$ cat src/rtl/usb_utmi_pkg.sv
// usb_utmi_pkg: UTMI line-state encoding and receive FSM state type
package usb_utmi_pkg;
   typedef enum logic [1:0] {LS_SE0 = 2'b00, LS_J = 2'b01, LS_K = 2'b10, LS_SE1 = 2'b11} utmi_line_state_t;
   typedef enum logic [2:0] {IDLE, SYNC, DATA, EOP, ABORT} usb_rx_state_t;
endpackage

$ cat src/rtl/usb_utm_rx_if.sv
// usb_utm_rx_if: line-side bit stream in, assembled bytes and status out
interface usb_utm_rx_if;
   import usb_utmi_pkg::*;
   utmi_line_state_t line_state;
   logic ls_valid;
   logic dbit;
   logic dbit_valid;
   logic unstuff_error;
   logic [7:0] rx_data;
   logic rx_valid;
   logic rx_active;
   logic rx_error;
   modport master (output line_state, ls_valid, dbit, dbit_valid, unstuff_error,
                   input rx_data, rx_valid, rx_active, rx_error);
   modport slave (input line_state, ls_valid, dbit, dbit_valid, unstuff_error,
                  output rx_data, rx_valid, rx_active, rx_error);
endinterface

$ cat src/rtl/usb_utm_rx.sv
// usb_utm_rx: SYNC/byte/EOP receive FSM after the unstuffer
// USB_UTM_RX_STUFF_ERR_EN: unstuff_error during DATA aborts the packet
module usb_utm_rx
   import usb_utmi_pkg::*;
#(
   parameter int unsigned SYNC_MIN_ZEROS = 5,
   parameter int unsigned EOP_SE0_MIN = 2
) (
   input logic clk,
   input logic rst_n,
   usb_utm_rx_if.slave bus
);
   localparam logic [2:0] SZ = 3'(SYNC_MIN_ZEROS);
   localparam logic [2:0] EM = 3'(EOP_SE0_MIN);
   usb_rx_state_t state;
   logic [2:0] zcnt, bcnt, scnt;
   logic [6:0] sr;
   logic misalign;
   logic se0, stuff_abort;
   assign se0 = bus.ls_valid && bus.line_state == LS_SE0;
`ifdef USB_UTM_RX_STUFF_ERR_EN
   assign stuff_abort = bus.unstuff_error;
`else
   logic stuff_unused;
   assign stuff_abort = 1'b0;
   assign stuff_unused = bus.unstuff_error;
`endif
   always_ff @(posedge clk or negedge rst_n)
      if (!rst_n) begin
         state <= IDLE;
         zcnt <= 3'd0;
         bcnt <= 3'd0;
         scnt <= 3'd0;
         sr <= 7'd0;
         misalign <= 1'b0;
         bus.rx_data <= 8'h00;
         bus.rx_valid <= 1'b0;
         bus.rx_active <= 1'b0;
         bus.rx_error <= 1'b0;
      end else begin
         bus.rx_valid <= 1'b0;
         bus.rx_error <= 1'b0;
         case (state)
            IDLE:
               if (!se0 && bus.dbit_valid && !bus.dbit) begin
                  state <= SYNC;
                  zcnt <= 3'd1;
               end
            SYNC:
               if (se0) begin
                  state <= IDLE;
                  zcnt <= 3'd0;
               end else if (bus.dbit_valid) begin
                  if (!bus.dbit) zcnt <= (zcnt == 3'd7) ? zcnt : zcnt + 3'd1;
                  else begin
                     state <= (zcnt >= SZ) ? DATA : IDLE;
                     bus.rx_active <= zcnt >= SZ;
                     zcnt <= 3'd0;
                     bcnt <= 3'd0;
                  end
               end
            DATA:
               if (se0) begin
                  state <= EOP;
                  scnt <= 3'd1;
                  misalign <= bcnt != 3'd0;
               end else if (stuff_abort) begin
                  state <= ABORT;
                  bus.rx_error <= 1'b1;
                  bus.rx_active <= 1'b0;
               end else if (bus.dbit_valid) begin
                  sr <= {bus.dbit, sr[6:1]};
                  bcnt <= bcnt + 3'd1;
                  if (bcnt == 3'd7) begin
                     bus.rx_data <= {bus.dbit, sr};
                     bus.rx_valid <= 1'b1;
                  end
               end
            EOP:
               if (se0) scnt <= (scnt == 3'd7) ? scnt : scnt + 3'd1;
               else if (bus.ls_valid) begin
                  // a short SE0, K or SE1 all end the packet as an abort
                  bus.rx_active <= 1'b0;
                  state <= (bus.line_state == LS_J && scnt >= EM) ? IDLE : ABORT;
                  bus.rx_error <= (bus.line_state == LS_J && scnt >= EM) ? misalign : 1'b1;
                  scnt <= 3'd0;
                  bcnt <= 3'd0;
                  misalign <= 1'b0;
               end
            ABORT:
               if (bus.ls_valid && bus.line_state == LS_J) state <= IDLE;
            default: state <= IDLE;
         endcase
      end
endmodule
$ cat src/flat_wrapper.sv
// flat-port wrapper written by rule: the top's interface ports become plain ports
module usb_utm_rx_flat import usb_utmi_pkg::*;
#(
   parameter int unsigned SYNC_MIN_ZEROS = 5,
   parameter int unsigned EOP_SE0_MIN = 2
)
  (clk, rst_n, bus_line_state, bus_ls_valid, bus_dbit, bus_dbit_valid, bus_unstuff_error, bus_rx_data, bus_rx_valid, bus_rx_active, bus_rx_error);
  usb_utm_rx_if bus_i ();
  input logic clk;
  input logic rst_n;
  input wire logic [$bits(bus_i.line_state)-1:0] bus_line_state;
  input wire logic [$bits(bus_i.ls_valid)-1:0] bus_ls_valid;
  input wire logic [$bits(bus_i.dbit)-1:0] bus_dbit;
  input wire logic [$bits(bus_i.dbit_valid)-1:0] bus_dbit_valid;
  input wire logic [$bits(bus_i.unstuff_error)-1:0] bus_unstuff_error;
  output wire logic [$bits(bus_i.rx_data)-1:0] bus_rx_data;
  output wire logic [$bits(bus_i.rx_valid)-1:0] bus_rx_valid;
  output wire logic [$bits(bus_i.rx_active)-1:0] bus_rx_active;
  output wire logic [$bits(bus_i.rx_error)-1:0] bus_rx_error;
  assign bus_i.line_state = bus_line_state;
  assign bus_i.ls_valid = bus_ls_valid;
  assign bus_i.dbit = bus_dbit;
  assign bus_i.dbit_valid = bus_dbit_valid;
  assign bus_i.unstuff_error = bus_unstuff_error;
  assign bus_rx_data = bus_i.rx_data;
  assign bus_rx_valid = bus_i.rx_valid;
  assign bus_rx_active = bus_i.rx_active;
  assign bus_rx_error = bus_i.rx_error;
  usb_utm_rx #(.SYNC_MIN_ZEROS(SYNC_MIN_ZEROS), .EOP_SE0_MIN(EOP_SE0_MIN)) u_core (.clk(clk), .rst_n(rst_n), .bus(bus_i));
endmodule
$ cat config.mk
export PLATFORM = sky130hd
export DESIGN_NAME = usb_utm_rx_flat
export DESIGN_NICKNAME = d
export VERILOG_FILES = /design/src/rtl/usb_utmi_pkg.sv /design/src/rtl/usb_utm_rx_if.sv /design/src/rtl/usb_utm_rx.sv /design/src/flat_wrapper.sv
export SDC_FILE = /design/constraint.sdc
export NUM_CORES = 1
export LEC_CHECK = 0
export CORE_ASPECT_RATIO = 1.25
export CORE_MARGIN = 2
export CORE_UTILIZATION = 43
export DETAILED_ROUTE_END_ITERATION = 8
export PLACE_DENSITY = 0.66
export SETUP_SLACK_MARGIN = 0.02
export SYNTH_ARGS = -nofsm -noshare
export SYNTH_HDL_FRONTEND = slang
export SYNTH_SLANG_ARGS = --single-unit
$ cat constraint.sdc
create_clock -name clk -period 4.46 [get_ports clk]
set_clock_uncertainty 0.15 [all_clocks]
set_input_delay 0.669 -clock clk [delete_from_list [all_inputs] [get_ports clk]]
set_output_delay 0.669 -clock clk [all_outputs]
set_load 0.02 [all_outputs]
# Word level (Yosys, flattened, before mapping)
# Index checks and enable logic that the tools add are counted.
# totals
wordCells	105
output_inout_bits	11
ff_bits	31
input_bits	8
# classes
n_eq_ne	23
n_mux	44
n_reduce_logical	22
n_lt_le_gt_ge	2
bitwise	1
addsub	3
# op_table
op	n
$mux W3	23
$reduce_and A4 Y1	4
$pmux W3 S5	1
$mux W1	14
$ne A2 B2 Y1 const B	7
$eq A3 B3 Y1 const B	4
$pmux W3 S2	2
$add A3 B1 Y3 const B	3
$ne A3 B2 Y1 const B	3
$pmux W3 S3	1
$reduce_and A8 Y1	1
$reduce_and A7 Y1	1
$eq A3 B2 Y1 const B	2
$ne A2 B1 Y1 const B	3
$reduce_and A6 Y1	1
$reduce_bool A2 Y1	3
$reduce_bool A3 Y1	2
$logic_and A1 B1 Y1	5
$ne A4 B3 Y1 const B	1
$pmux W1 S2	2
$eq A3 B1 Y1 const B	1
$ge A3 B2 Y1 const B	1
$ge A3 B3 Y1 const B	1
$logic_not A3 Y1	1
other kinds (7)	8

# Logic depth before layout (Yosys ltp)
# Gate-level depths: netlist (run 1).
# depth
ltp_word	7
ltp_mapped	6
ltp_nobuf	6

# Least setup slack after synthesis (run 1)
# OpenSTA, ideal clock, no wires.
# synth_path
path_type	input to register
startpoint	input port bus_line_state[1]
endpoint	register u_core.bus.rx_data[0]
required_ps	4185
setup_time_ps	125
arrival_time_ps	1810
cell_stages	6
n_path_buf	2
slack_ps	2375
path_cell_list	or3b_1 -> buf_6 -> nand2_4 -> or2_1 -> buf_4 -> mux2_2
# synth_between
elab_chain_cells	4
# synth_rtl
element	line	source
start, declared	flat_wrapper.sv:11	input wire logic [$bits(bus_i.line_state)-1:0] bus_line_state;
$logic_not A2 Y1	usb_utm_rx.sv:20	assign se0 = bus.ls_valid && bus.line_state == LS_SE0;
$logic_and A1 B1 Y1	usb_utm_rx.sv:20	
$not A1 Y1 (no source line)	-	
$reduce_and A4 Y1 (no source line)	-	
end signal, assigned	usb_utm_rx.sv:75	bus.rx_data <= {bus.dbit, sr};
end, declared	usb_utm_rx_if.sv:16	output rx_data, rx_valid, rx_active, rx_error);
# No other way between the ends.
# A chain may end at the register's enable or synchronous reset.

# Worst setup path after layout (run 1)
# layout_path
startpoint	input port bus_ls_valid
endpoint	register u_core.bus.rx_data[0]
# layout_between
elab_chain_cells	3
# layout_rtl
element	line	source
start, declared	flat_wrapper.sv:12	input wire logic [$bits(bus_i.ls_valid)-1:0] bus_ls_valid;
$logic_and A1 B1 Y1	usb_utm_rx.sv:20	
$not A1 Y1 (no source line)	-	
$reduce_and A4 Y1 (no source line)	-	
# No other way between the ends.

==> impl_summary.txt, run 1 <==
----------------------------------------------------
[Critical path]
  R2R setup slack ... 2.50 ns
  Cell chain of the critical path ... clkdlybuf4s50_1 > or3b_1 > nand2_4 > or2_1 > mux2_2
  Startpoint Class ... primary input
  CP top delay family ... simple AND/OR/NAND/NOR gates
  Buffer and inverter count on the worst path ... 1
  Req. time, crit path ... 4.47 ns
  Worst setup path endpoint ... u_core.bus.rx_data[0]
  Worst-path fanout max ... 9
  Reg-to-reg critical path endpoint ... u_core.sr[4]
  R2r startpoint ... u_core.state[1]
  Delay of the slowest cell on the worst path ... 0.58 ns
  Slowest CP cell ... clkdlybuf4s50_1
  Depth of the critical timing path with buffers and inverters included ... 5
  Reg2reg path depth ... 3
  Type of the worst setup path ... primary input to register
  Type of destination of the critical path ... register
  Start point of the critical path ... bus_ls_valid
  Data arrival time at the worst-slack endpoint ... 2.69 ns

[Clocking]
  Number of clock buffers inserted by TritonCTS ... 5
  Clock tree from TritonCTS ... done
  CTS resizes ... 0
  Clock sinks ... 31
  Maximum clock path buffer count ... 2
  Number of buffers inserted by post-CTS setup repair ... 0
  CTS H-tree lvls ... 2
  CTS clock-pin slew for the worst setup and hold paths ... 0.06 ns
  Root Buffer Master ... clkbuf_8
  Clock insertion delay at the later pin of the skew report ... 0.28 ns
  Hold-fix buffer count after cts ... 0

[Finish]
  Filler instances ... 346
  Sequential Area ... 776 sq um
  Area Overhead vs Synth ... 16.2%
  Most common cell after layout, fill and taps aside ... dfrtp_1
  Number of diodes added for antenna fixing ... 0
  Most frequent cells in the layout ... 31 x dfrtp_1, 17 x clkdlybuf4s50_1, 11 x mux2_2
  Fraction of layout cells with a size suffix above 1 ... 17.8%
  Area occupied by multi-input gates ... 792 sq um
  Net count reported at finish ... 180
  Cell area after layout ... 1920 sq um

[Synthesis]
  Mapped Cells ... 145
  Predominant post-synthesis flop cell ... dfrtp_1
  Flip-flop and latch count after synthesis ... 31
  Post-synthesis async set-or-reset flop share ... 100%
  Sequential element share of the synthesized area ... 47.0%
  Yosys warnings ... 0
  Total nets after synthesis ... 162
  Number of flops mapped to enable cells by yosys ... 0
  Syn avg cell area ... 11.4 sq um
  Distinct cell type count after synthesis ... 44
  Mapped cell area ... 1650 sq um

[Power and ir drop]
  Power spent charging and discharging nets ... 186 uW
  Leak pwr ... 0.000909 uW
  Cell Int Power ... 473 uW
  Switching part of the total power ... 28.2%
  Total power after layout ... 659 uW
  Share of total power in sequential cells ... 50.5%
  Max rail drop VDD ... 0.247 mV
  Fraction of power consumed by the clock network ... 33.1%
  Combinational fraction of design power ... 16.4%
  P per Cell Area ... 344 nW/um^2

[Timing]
  Hold violation total from the final report ... 0
  Final critical path time including I/O delays and setup ... 2.68 ns
  Final setup violating endpoints ... 0
  RSZ-0062 raised after global routing ... false
  Final slew viol count ... 0
  Portion of the clock cycle consumed by the worst path in the final layout ... 60.2%
  Transition time of the tightest slew-check pin ... 0.557 ns
  Setup TNS ... 0 ns
  Hold_ws ... 0.353 ns
  Slew HR ... 62.7%
  Achievable Freq ... 373 MHz

[Drt]
  Detailed Route WL ... 3060 um
  First DRT Iteration DRCs ... 49
  Total vias in the final route ... 1176
  Post-route DRC ... 0
  Number of nets with antenna violations after detailed routing ... 0
  Average via count per standard cell ... 5.79
  Routed length per placed instance ... 15.1 um
  Detailed-router iteration count before antenna repair ... 4

[Floorplan]
  # IOs ... 19
  Horizontal die dimension ... 59.4 um
  Full die area ... 4350 sq um
  Die height ... 73.2 um
  Initial Utilization ... 44.3%
  Row count ... 25
  Area of the core ... 3720 sq um

[Global route]
  Antenna violations before repair ... 0
  Remaining global-route overflow ... 0
  Pin count of the biggest net entering global routing ... 32
  Overall fraction of global-route tracks in use ... 16.1%
  Global-route wire length before repair ... 5270 um
  Vias in the first global route ... 1179

[Min path]
  Min-Delay Path Class ... register to register

[Placement]
  # port buffers ... 17
  Half-perimeter wire length after placement ... 2230 um
  Gpl congestion ... 0.810
  Post-detailed-placement cell area ... 1830 sq um

[Run]
  Count of maximum capacitance violations ... 0

[Outcome]
  Result of the run ... complete, no violations

----------------------------------------------------
-- power groups by stage --
| stage | clock network, uW | logic [uW] | registers [uW] |
|---|---|---|---|
| after floorplan | 0 | 83.8 | 324 |
| after global routing | 235 | 123 | 336 |
| final | 218 | 108 | 333 |
| after global placement | 0 | 101 | 334 |
| after detailed placement | 0 | 108 | 337 |
| after CTS | 225 | 109 | 332 |
-- cell type report --
class / count / share of cell area, %
inverter: 9 / 1.76
clock buffer: 6 / 4.31
clock inverter: 1 / 0.261
sequential: 31 / 40.5
tap: 40 / 2.61
timing repair buffer: 18 / 9.27
multi-input combinational: 98 / 41.3
-- metrics by stage --
stage | util (%) | setup WS, ns | cells
6_report | 51.5 | 1.78 | 203
3_3_place_gp | 49.1 | 1.51 | 196
2_1_floorplan | - | 2.38 | 145
3_5_place_dp | 49.1 | 1.48 | 196
5_1_grt | 51.5 | 1.65 | 203
4_1_cts | 51.5 | 1.78 | 203
-- registers in the layout, summed over array words and instances (netlist names) --
signal,cells
u_core.scnt,3
u_core.bcnt,3
u_core.bus.rx_data,8
u_core.bus.rx_active,1
u_core.misalign,1
u_core.bus.rx_valid,1
u_core.bus.rx_error,1
u_core.sr,7
u_core.state,3
u_core.zcnt,3
-- kinds of logic after synthesis --
| logic type | after synthesis | synth area share (%) |
|---|---|---|
| AND/OR/NAND/NOR | 35 | 11.2 |
| flip-flops | 31 | 47.0 |
| adder cells (fa/ha/maj) | 9 | 6.83 |
| multiplexers | 20 | 15.1 |
| AO/OA/AOI/OAI | 34 | 14.9 |
| buffers and inverters | 16 | 4.93 |
-- synthesized netlist by cell type, types with 2 or more instances --
library cell / instances / area share, %
a2111oi_0: 2 / 1.1
a21oi_1: 3 / 0.91
a22o_1: 5 / 2.7
a31oi_1: 2 / 0.76
buf_6: 2 / 1.4
dfrtp_1: 31 / 47
ha_1: 9 / 6.8
inv_1: 9 / 2.0
mux2_2: 11 / 7.5
mux2_4: 7 / 6.4
mux2i_1: 2 / 1.2
nand2_1: 9 / 2.0
nand2b_1: 3 / 1.1
nor2_1: 10 / 2.3
nor3_1: 2 / 0.61
o21a_1: 2 / 0.91
o21ai_0: 5 / 1.5
o31ai_1: 5 / 2.3
-- worst min path at each step --
stage | startpoint | to | slack [ns] | depth (start not counted)
global route | u_core.bus.rx_data[5] | u_core.bus.rx_data[5] | 0.37 | 1
global placement | u_core.bus.rx_data[3] | u_core.bus.rx_data[3] | 0.34 | 1
floorplan | rst_n | u_core.bcnt[0] | 0.22 | 0
CTS | u_core.bus.rx_data[5] | u_core.bus.rx_data[5] | 0.36 | 1
detailed placement | u_core.bus.rx_data[5] | u_core.bus.rx_data[5] | 0.35 | 1
finish | u_core.bus.rx_data[5] | u_core.bus.rx_data[5] | 0.35 | 1
-- layer usage --
| metal | track usage, % | up-vias | share of wire [%] |
|---|---|---|---|
| met3 | 4.79 | 6 | 4.4 |
| li1 | - | 558 | - |
| met1 | 17.9 | 579 | 44 |
| met4 | 6.06 | 0 | 1.5 |
| met5 | 0 | - | 0 |
| met2 | 28.2 | 33 | 51 |
Power figures use the tool's default switching activity.
==> run 2, diff against run 1 <==
- clock period: 4.46 -> 2.79 ns (I/O delays scaled with it)
==> run 2 against run 1 <==
  * Global-route usage shrank 0.29 points
  * Setup slack lost 1.2 ns
  * Clock power grew 59%
  * Worst hold slack lost 0.0013 ns
  * Sequential power grew 59%
  * Critical path type unchanged
  * Largest cell class unchanged
  * Highest routed layer unchanged
==> impl_summary.txt, run 2 (synthesis gave the netlist of run 1 again) <==
----------------------------------------------------
[Outcome]
  Result of the run ... complete, no violations (unchanged)

[Global route]
  Global-route wire length before repair ... 5090 um (was 5270 um)
  Remaining global-route overflow ... 0 (unchanged)
  Pin count of the biggest net entering global routing ... 32 (unchanged)
  Overall fraction of global-route tracks in use ... 15.8% (was 16.1%)
  Antenna violations before repair ... 0 (unchanged)
  Vias in the first global route ... 1156 (was 1179)

[Clocking]
  CTS H-tree lvls ... 2 (unchanged)
  CTS resizes ... 0 (unchanged)
  Number of clock buffers inserted by TritonCTS ... 5 (unchanged)
  Clock tree from TritonCTS ... done (unchanged)
  Clock sinks ... 31 (unchanged)
  Maximum clock path buffer count ... 2 (unchanged)
  Root Buffer Master ... clkbuf_8 (unchanged)
  Hold-fix buffer count after cts ... 0 (unchanged)
  Clock insertion delay at the later pin of the skew report ... 0.28 ns (about the same)
  CTS clock-pin slew for the worst setup and hold paths ... 0.06 ns (about the same)
  Number of buffers inserted by post-CTS setup repair ... 0 (unchanged)

[Drt]
  Detailed-router iteration count before antenna repair ... 4 (unchanged)
  Detailed Route WL ... 2980 um (was 3060 um)
  Number of nets with antenna violations after detailed routing ... 0 (unchanged)
  Routed length per placed instance ... 14.4 um (was 15.1 um)
  Average via count per standard cell ... 5.72 (was 5.79)
  First DRT Iteration DRCs ... 49 (unchanged)
  Post-route DRC ... 0 (unchanged)
  Total vias in the final route ... 1185 (was 1176)

[Critical path]
  Startpoint Class ... primary input (unchanged)
  Type of the worst setup path ... primary input to register (unchanged)
  Worst-path fanout max ... 9 (unchanged)
  Type of destination of the critical path ... register (unchanged)
  Data arrival time at the worst-slack endpoint ... 2.24 ns (was 2.69 ns)
  Req. time, crit path ... 2.80 ns (was 4.47 ns)

[Timing]
  Transition time of the tightest slew-check pin ... 0.500 ns (was 0.557 ns)
  Slew HR ... 66.6% (was 62.7%)
  Final setup violating endpoints ... 0 (unchanged)
  RSZ-0062 raised after global routing ... false (unchanged)
  Achievable Freq ... 449 MHz
  Final slew viol count ... 0 (unchanged)
  Final critical path time including I/O delays and setup ... 2.23 ns
  Setup TNS ... 0 ns (unchanged)
  Portion of the clock cycle consumed by the worst path in the final layout ... 79.9%
  Hold violation total from the final report ... 0 (unchanged)

[Floorplan]
  Full die area ... 4350 sq um (unchanged)
  # IOs ... 19 (unchanged)
  Horizontal die dimension ... 59.4 um (unchanged)
  Initial Utilization ... 44.3% (unchanged)
  Row count ... 25 (unchanged)
  Die height ... 73.2 um (unchanged)
  Area of the core ... 3720 sq um (unchanged)

[Finish]
  Net count reported at finish ... 184 (was 180)
  Most frequent cells in the layout ... 31 x dfrtp_1, 17 x clkdlybuf4s50_1, 11 x mux2_2 (unchanged)
  Layout Utilization ... 52.3% (was 51.5%)
  Register with the highest flop count ... u_core.bus.rx_data (unchanged)
  Most common cell after layout, fill and taps aside ... dfrtp_1 (unchanged)
  Max FFs per register ... 8 (unchanged)
  Number of diodes added for antenna fixing ... 0 (unchanged)
  Fraction of layout cells with a size suffix above 1 ... 19.8% (was 17.8%)
  Leading registers by flop count ... u_core.bus.rx_data: 8 flops, u_core.sr: 7 flops (unchanged)
  Area Overhead vs Synth ... 18.1% (was 16.2%)

[Placement]
  Gpl congestion ... 0.807 (was 0.810)
  # port buffers ... 17 (unchanged)
  Half-perimeter wire length after placement ... 2210 um (was 2230 um)

[Power and ir drop]
  Share of total power in sequential cells ... 50.4% (was 50.5%)
  Switching part of the total power ... 27.7% (was 28.2%)
  Combinational fraction of design power ... 16.6% (was 16.4%)
  Leak pwr ... 0.000928 uW (was 0.000909 uW)
  P per Cell Area ... 540 nW/um^2 (was 344 nW/um^2)
  Cell Int Power ... 760 uW (was 473 uW)
  Max rail drop VDD ... 0.257 mV (was 0.247 mV)
  Power spent charging and discharging nets ... 291 uW (was 186 uW)
  Fraction of power consumed by the clock network ... 33.0% (was 33.1%)

[Run]
  Count of maximum capacitance violations ... 0 (unchanged)

[Min path]
  Min-Delay Path Class ... register to register (unchanged)

----------------------------------------------------
==> run 2: changes by cell type in the layout (fill, tap and decap cells not counted) <==
cell | before | now
buf_4 | 1 | 5
==> run 2: final timing paths <==
check                                        end  slack [ns]  cells after the start             startpoint
setup / recovery           u_core.bus.rx_data[1]        0.56                      5      bus_line_state[1]
hold / removal             u_core.bus.rx_data[7]        0.35                      1  u_core.bus.rx_data[7]
setup reg to reg                    u_core.sr[5]        0.83                      3        u_core.state[1]
hold reg to reg            u_core.bus.rx_data[7]        0.35                      1  u_core.bus.rx_data[7]
max in group asynchronous           u_core.sr[4]        1.82                      2                  rst_n
min in group asynchronous  u_core.bus.rx_data[5]        0.38                      2                  rst_n
==> run 2: layout make-up <==
| type | count | area, sq um |
|---|---|---|
| fillers | 328 | 1780 |
| multi-input cells | 98 | 792 |
| flip-flops and latches | 31 | 776 |
| repair buffers | 22 | 208 |
| clock buffers | 6 | 82.6 |
| well taps | 40 | 50.0 |
| inverters | 9 | 33.8 |
| clock inverters | 1 | 5.00 |
==> run 2: power by group through the flow <==
stage / Sequential (uW) / Combinational (uW) / Clock [uW]
6_report: 530 / 175 / 347
2_1_floorplan: 519 / 134 / 0
4_1_cts: 529 / 176 / 360
3_5_place_dp: 537 / 175 / 0
3_3_place_gp: 535 / 167 / 0
5_1_grt: 535 / 196 / 370
==> run 2: per-layer routing <==
layer  GRT usage [%]  part of all wire [%]
met5               0                     0
met4            7.32                   1.6
met3            4.96                   5.0
met2            26.3                    50
met1            18.1                    43
==> run 2: critical path, stage by stage <==
cell,delay (ns)
clkdlybuf4s50_1,0.51
or3b_1,0.47
nand2_4,0.11
or2_1,0.34
mux2_2,0.39
==> run 2: metrics by stage <==
step           power (uW)  hold WS, ns  area [sq um]  setup WS [ns]  cells
6_report             1050        0.352          1950          0.561    207
5_1_grt              1100        0.370          1950          0.487    207
4_1_cts              1070        0.357          1950          0.564    207
3_5_place_dp          712        0.342          1860          0.272    200
3_3_place_gp          701        0.336          1860          0.293    200
2_1_floorplan         653      -0.0271          1650          0.956    145
==> run 3, diff against run 2 <==
- clock period: 2.79 -> 2.1 ns (I/O delays scaled with it)
==> run 3 against run 2 <==
  * Critical path type unchanged
  * Final area up 5.1%
  * Critical endpoint is now u_core.bus.rx_data[2]
  * Clock-buffer cell count unchanged
  * Critical path depth up 1
==> impl_summary.txt, run 3 (synthesis gave the netlist of run 1 again) <==
----------------------------------------------------
[Power and ir drop]
  Fraction of power consumed by the clock network ... 32.8% (was 33.0%)
  Max rail drop VDD ... 0.365 mV (was 0.257 mV)
  P per Cell Area ... 691 nW/um^2 (was 540 nW/um^2)
  Combinational fraction of design power ... 17.4% (was 16.6%)
  Share of total power in sequential cells ... 49.8% (was 50.4%)
  Leak pwr ... 0.000989 uW (was 0.000928 uW)
  Cell Int Power ... 1020 uW (was 760 uW)
  Total power after layout ... 1410 uW (was 1050 uW)
  Power spent charging and discharging nets ... 397 uW (was 291 uW)
  Switching part of the total power ... 28.0% (was 27.7%)

[Critical path]
  Cell chain of the critical path ... clkdlybuf4s50_1 > or3b_1 > nand2_4 > or2_1 > buf_12 > mux2_2 (was clkdlybuf4s50_1 > or3b_1 > nand2_4 > or2_1 > mux2_2)
  Worst-path fanout max ... 9 (unchanged)
  Slowest CP cell ... clkdlybuf4s50_1 (unchanged)
  Type of the worst setup path ... primary input to register (unchanged)
  R2r startpoint ... u_core.scnt[1] (was u_core.state[1])
  Delay of the slowest cell on the worst path ... 0.47 ns (was 0.51 ns)
  R2R setup slack ... 0.25 ns (was 0.83 ns)
  Data arrival time at the worst-slack endpoint ... 1.94 ns (was 2.24 ns)
  Reg2reg path depth ... 6 (was 3)
  Reg-to-reg critical path endpoint ... u_core.scnt[2] (was u_core.sr[5])
  Startpoint Class ... primary input (unchanged)
  Req. time, crit path ... 2.11 ns (was 2.80 ns)
  Type of destination of the critical path ... register (unchanged)

[Finish]
  Leading registers by flop count ... u_core.bus.rx_data: 8 flops, u_core.sr: 7 flops (unchanged)
  Register with the highest flop count ... u_core.bus.rx_data (unchanged)
  Filler instances ... 324 (was 328)
  Fraction of layout cells with a size suffix above 1 ... 24.3% (was 19.8%)
  Cell area after layout ... 2050 sq um (was 1950 sq um)
  Most frequent cells in the layout ... 31 x dfrtp_1, 17 x clkdlybuf4s50_1, 13 x buf_4 (was 31 x dfrtp_1, 17 x clkdlybuf4s50_1, 11 x mux2_2)
  Net count reported at finish ... 194 (was 184)
  Most common cell after layout, fill and taps aside ... dfrtp_1 (unchanged)
  Area Overhead vs Synth ... 24.1% (was 18.1%)
  Number of diodes added for antenna fixing ... 0 (unchanged)
  Max FFs per register ... 8 (unchanged)

[Global route]
  Antenna violations before repair ... 0 (unchanged)
  Vias in the first global route ... 1236 (was 1156)
  Remaining global-route overflow ... 0 (unchanged)
  Global-route wire length before repair ... 5580 um (was 5090 um)
  Pin count of the biggest net entering global routing ... 32 (unchanged)
  Overall fraction of global-route tracks in use ... 17.0% (was 15.8%)

[Timing]
  Portion of the clock cycle consumed by the worst path in the final layout ... 91.9%
  Final setup violating endpoints ... 0 (unchanged)
  Final slew viol count ... 0 (unchanged)
  Hold violation total from the final report ... 0 (unchanged)
  Final critical path time including I/O delays and setup ... 1.93 ns
  RSZ-0062 raised after global routing ... false (unchanged)
  Slew HR ... 67.6% (was 66.6%)
  Achievable Freq ... 518 MHz
  Transition time of the tightest slew-check pin ... 0.485 ns (was 0.500 ns)

[Floorplan]
  Die height ... 73.2 um (unchanged)
  Row count ... 25 (unchanged)
  Area of the core ... 3720 sq um (unchanged)
  Full die area ... 4350 sq um (unchanged)
  # IOs ... 19 (unchanged)
  Initial Utilization ... 44.3% (unchanged)
  Horizontal die dimension ... 59.4 um (unchanged)

[Drt]
  Number of nets with antenna violations after detailed routing ... 0 (unchanged)
  Detailed-router iteration count before antenna repair ... 2 (was 4)
  First DRT Iteration DRCs ... 41 (was 49)
  Post-route DRC ... 0 (unchanged)
  Total vias in the final route ... 1199 (was 1185)
  Average via count per standard cell ... 5.53 (was 5.72)
  Routed length per placed instance ... 14.6 um (was 14.4 um)
  Detailed Route WL ... 3160 um (was 2980 um)

[Clocking]
  Clock sinks ... 31 (unchanged)
  Clock insertion delay at the later pin of the skew report ... 0.28 ns (about the same)
  CTS clock-pin slew for the worst setup and hold paths ... 0.07 ns (was 0.06 ns)
  Root Buffer Master ... clkbuf_8 (unchanged)
  Number of buffers inserted by post-CTS setup repair ... 0 (unchanged)
  Clock tree from TritonCTS ... done (unchanged)
  Number of clock buffers inserted by TritonCTS ... 5 (unchanged)
  CTS H-tree lvls ... 2 (unchanged)
  CTS resizes ... 0 (unchanged)
  Hold-fix buffer count after cts ... 0 (unchanged)
  Maximum clock path buffer count ... 2 (unchanged)

[Outcome]
  Result of the run ... complete, no violations (unchanged)

[Min path]
  Min-Delay Path Class ... primary input to async pin (was register to register)

[Placement]
  Gpl congestion ... 0.834 (was 0.807)
  # port buffers ... 17 (unchanged)
  Post-detailed-placement cell area ... 1960 sq um (was 1860 sq um)
  Half-perimeter wire length after placement ... 2360 um (was 2210 um)

[Run]
  Count of maximum capacitance violations ... 0 (unchanged)

----------------------------------------------------
run 3: cell count changes in the layout (fill, tap and decap cells not counted):
| cell | before | now |
|---|---|---|
| buf_4 | 5 | 13 |
| buf_12 | 0 | 2 |
run 3: final cells by class:
class | instances | area, sq um | share of cell area (%)
clock buffer | 6 | 82.6 | 4.03
clock inverter | 1 | 5.00 | 0.244
inverter | 9 | 33.8 | 1.65
multi-input combinational | 98 | 792 | 38.7
sequential | 31 | 776 | 37.9
tap | 40 | 50.0 | 2.44
timing repair buffer | 32 | 308 | 15.0
run 3: worst max path at each step:
| stage | cells past startpoint | startpoint | endpoint |
|---|---|---|---|
| final | 6 | bus_ls_valid | u_core.bus.rx_data[2] |
| after global placement | 6 | bus_ls_valid | u_core.bus.rx_data[7] |
| after global routing | 6 | bus_ls_valid | u_core.misalign |
| after detailed placement | 6 | bus_ls_valid | u_core.bus.rx_data[2] |
| after floorplan | 6 | bus_line_state[1] | u_core.bus.rx_data[0] |
| after CTS | 6 | bus_ls_valid | u_core.bus.rx_data[2] |
run 3: power groups by stage:
stage	Sequential (uW)	Combinational, uW	Clock, uW
finish	705	246	464
CTS	703	249	481
global route	717	285	511
detailed placement	714	249	0
floorplan	689	178	0
global placement	708	232	0
run 3: critical path: cells and delay by family:
kind          cells  cell delay (ns)
buf+inv           2             0.61
mux               1             0.34
simple gates      3             0.68
run 3: stage by stage:
step	TNS, ns	std cells	hold WS [ns]	worst slack [ns]	util [%]
2_1_floorplan	0	145	-0.131	0.369	-
3_3_place_gp	-1.38	210	0.338	-0.102	52.6
3_5_place_dp	-1.61	210	0.343	-0.126	52.6
4_1_cts	0	217	0.293	0.175	55.0
5_1_grt	0	217	0.311	0.0988	55.0
6_report	0	217	0.280	0.170	55.0
run 3: routing by layer:
layer / routed length (um) / global-route usage [%] / vias up
met3: 116 / 4.43 / 4
li1: - / - / 586
met2: 1690 / 29.7 / 20
met4: 33 / 7.32 / 0
met5: 0 / 0 / -
met1: 1320 / 19.2 / 589
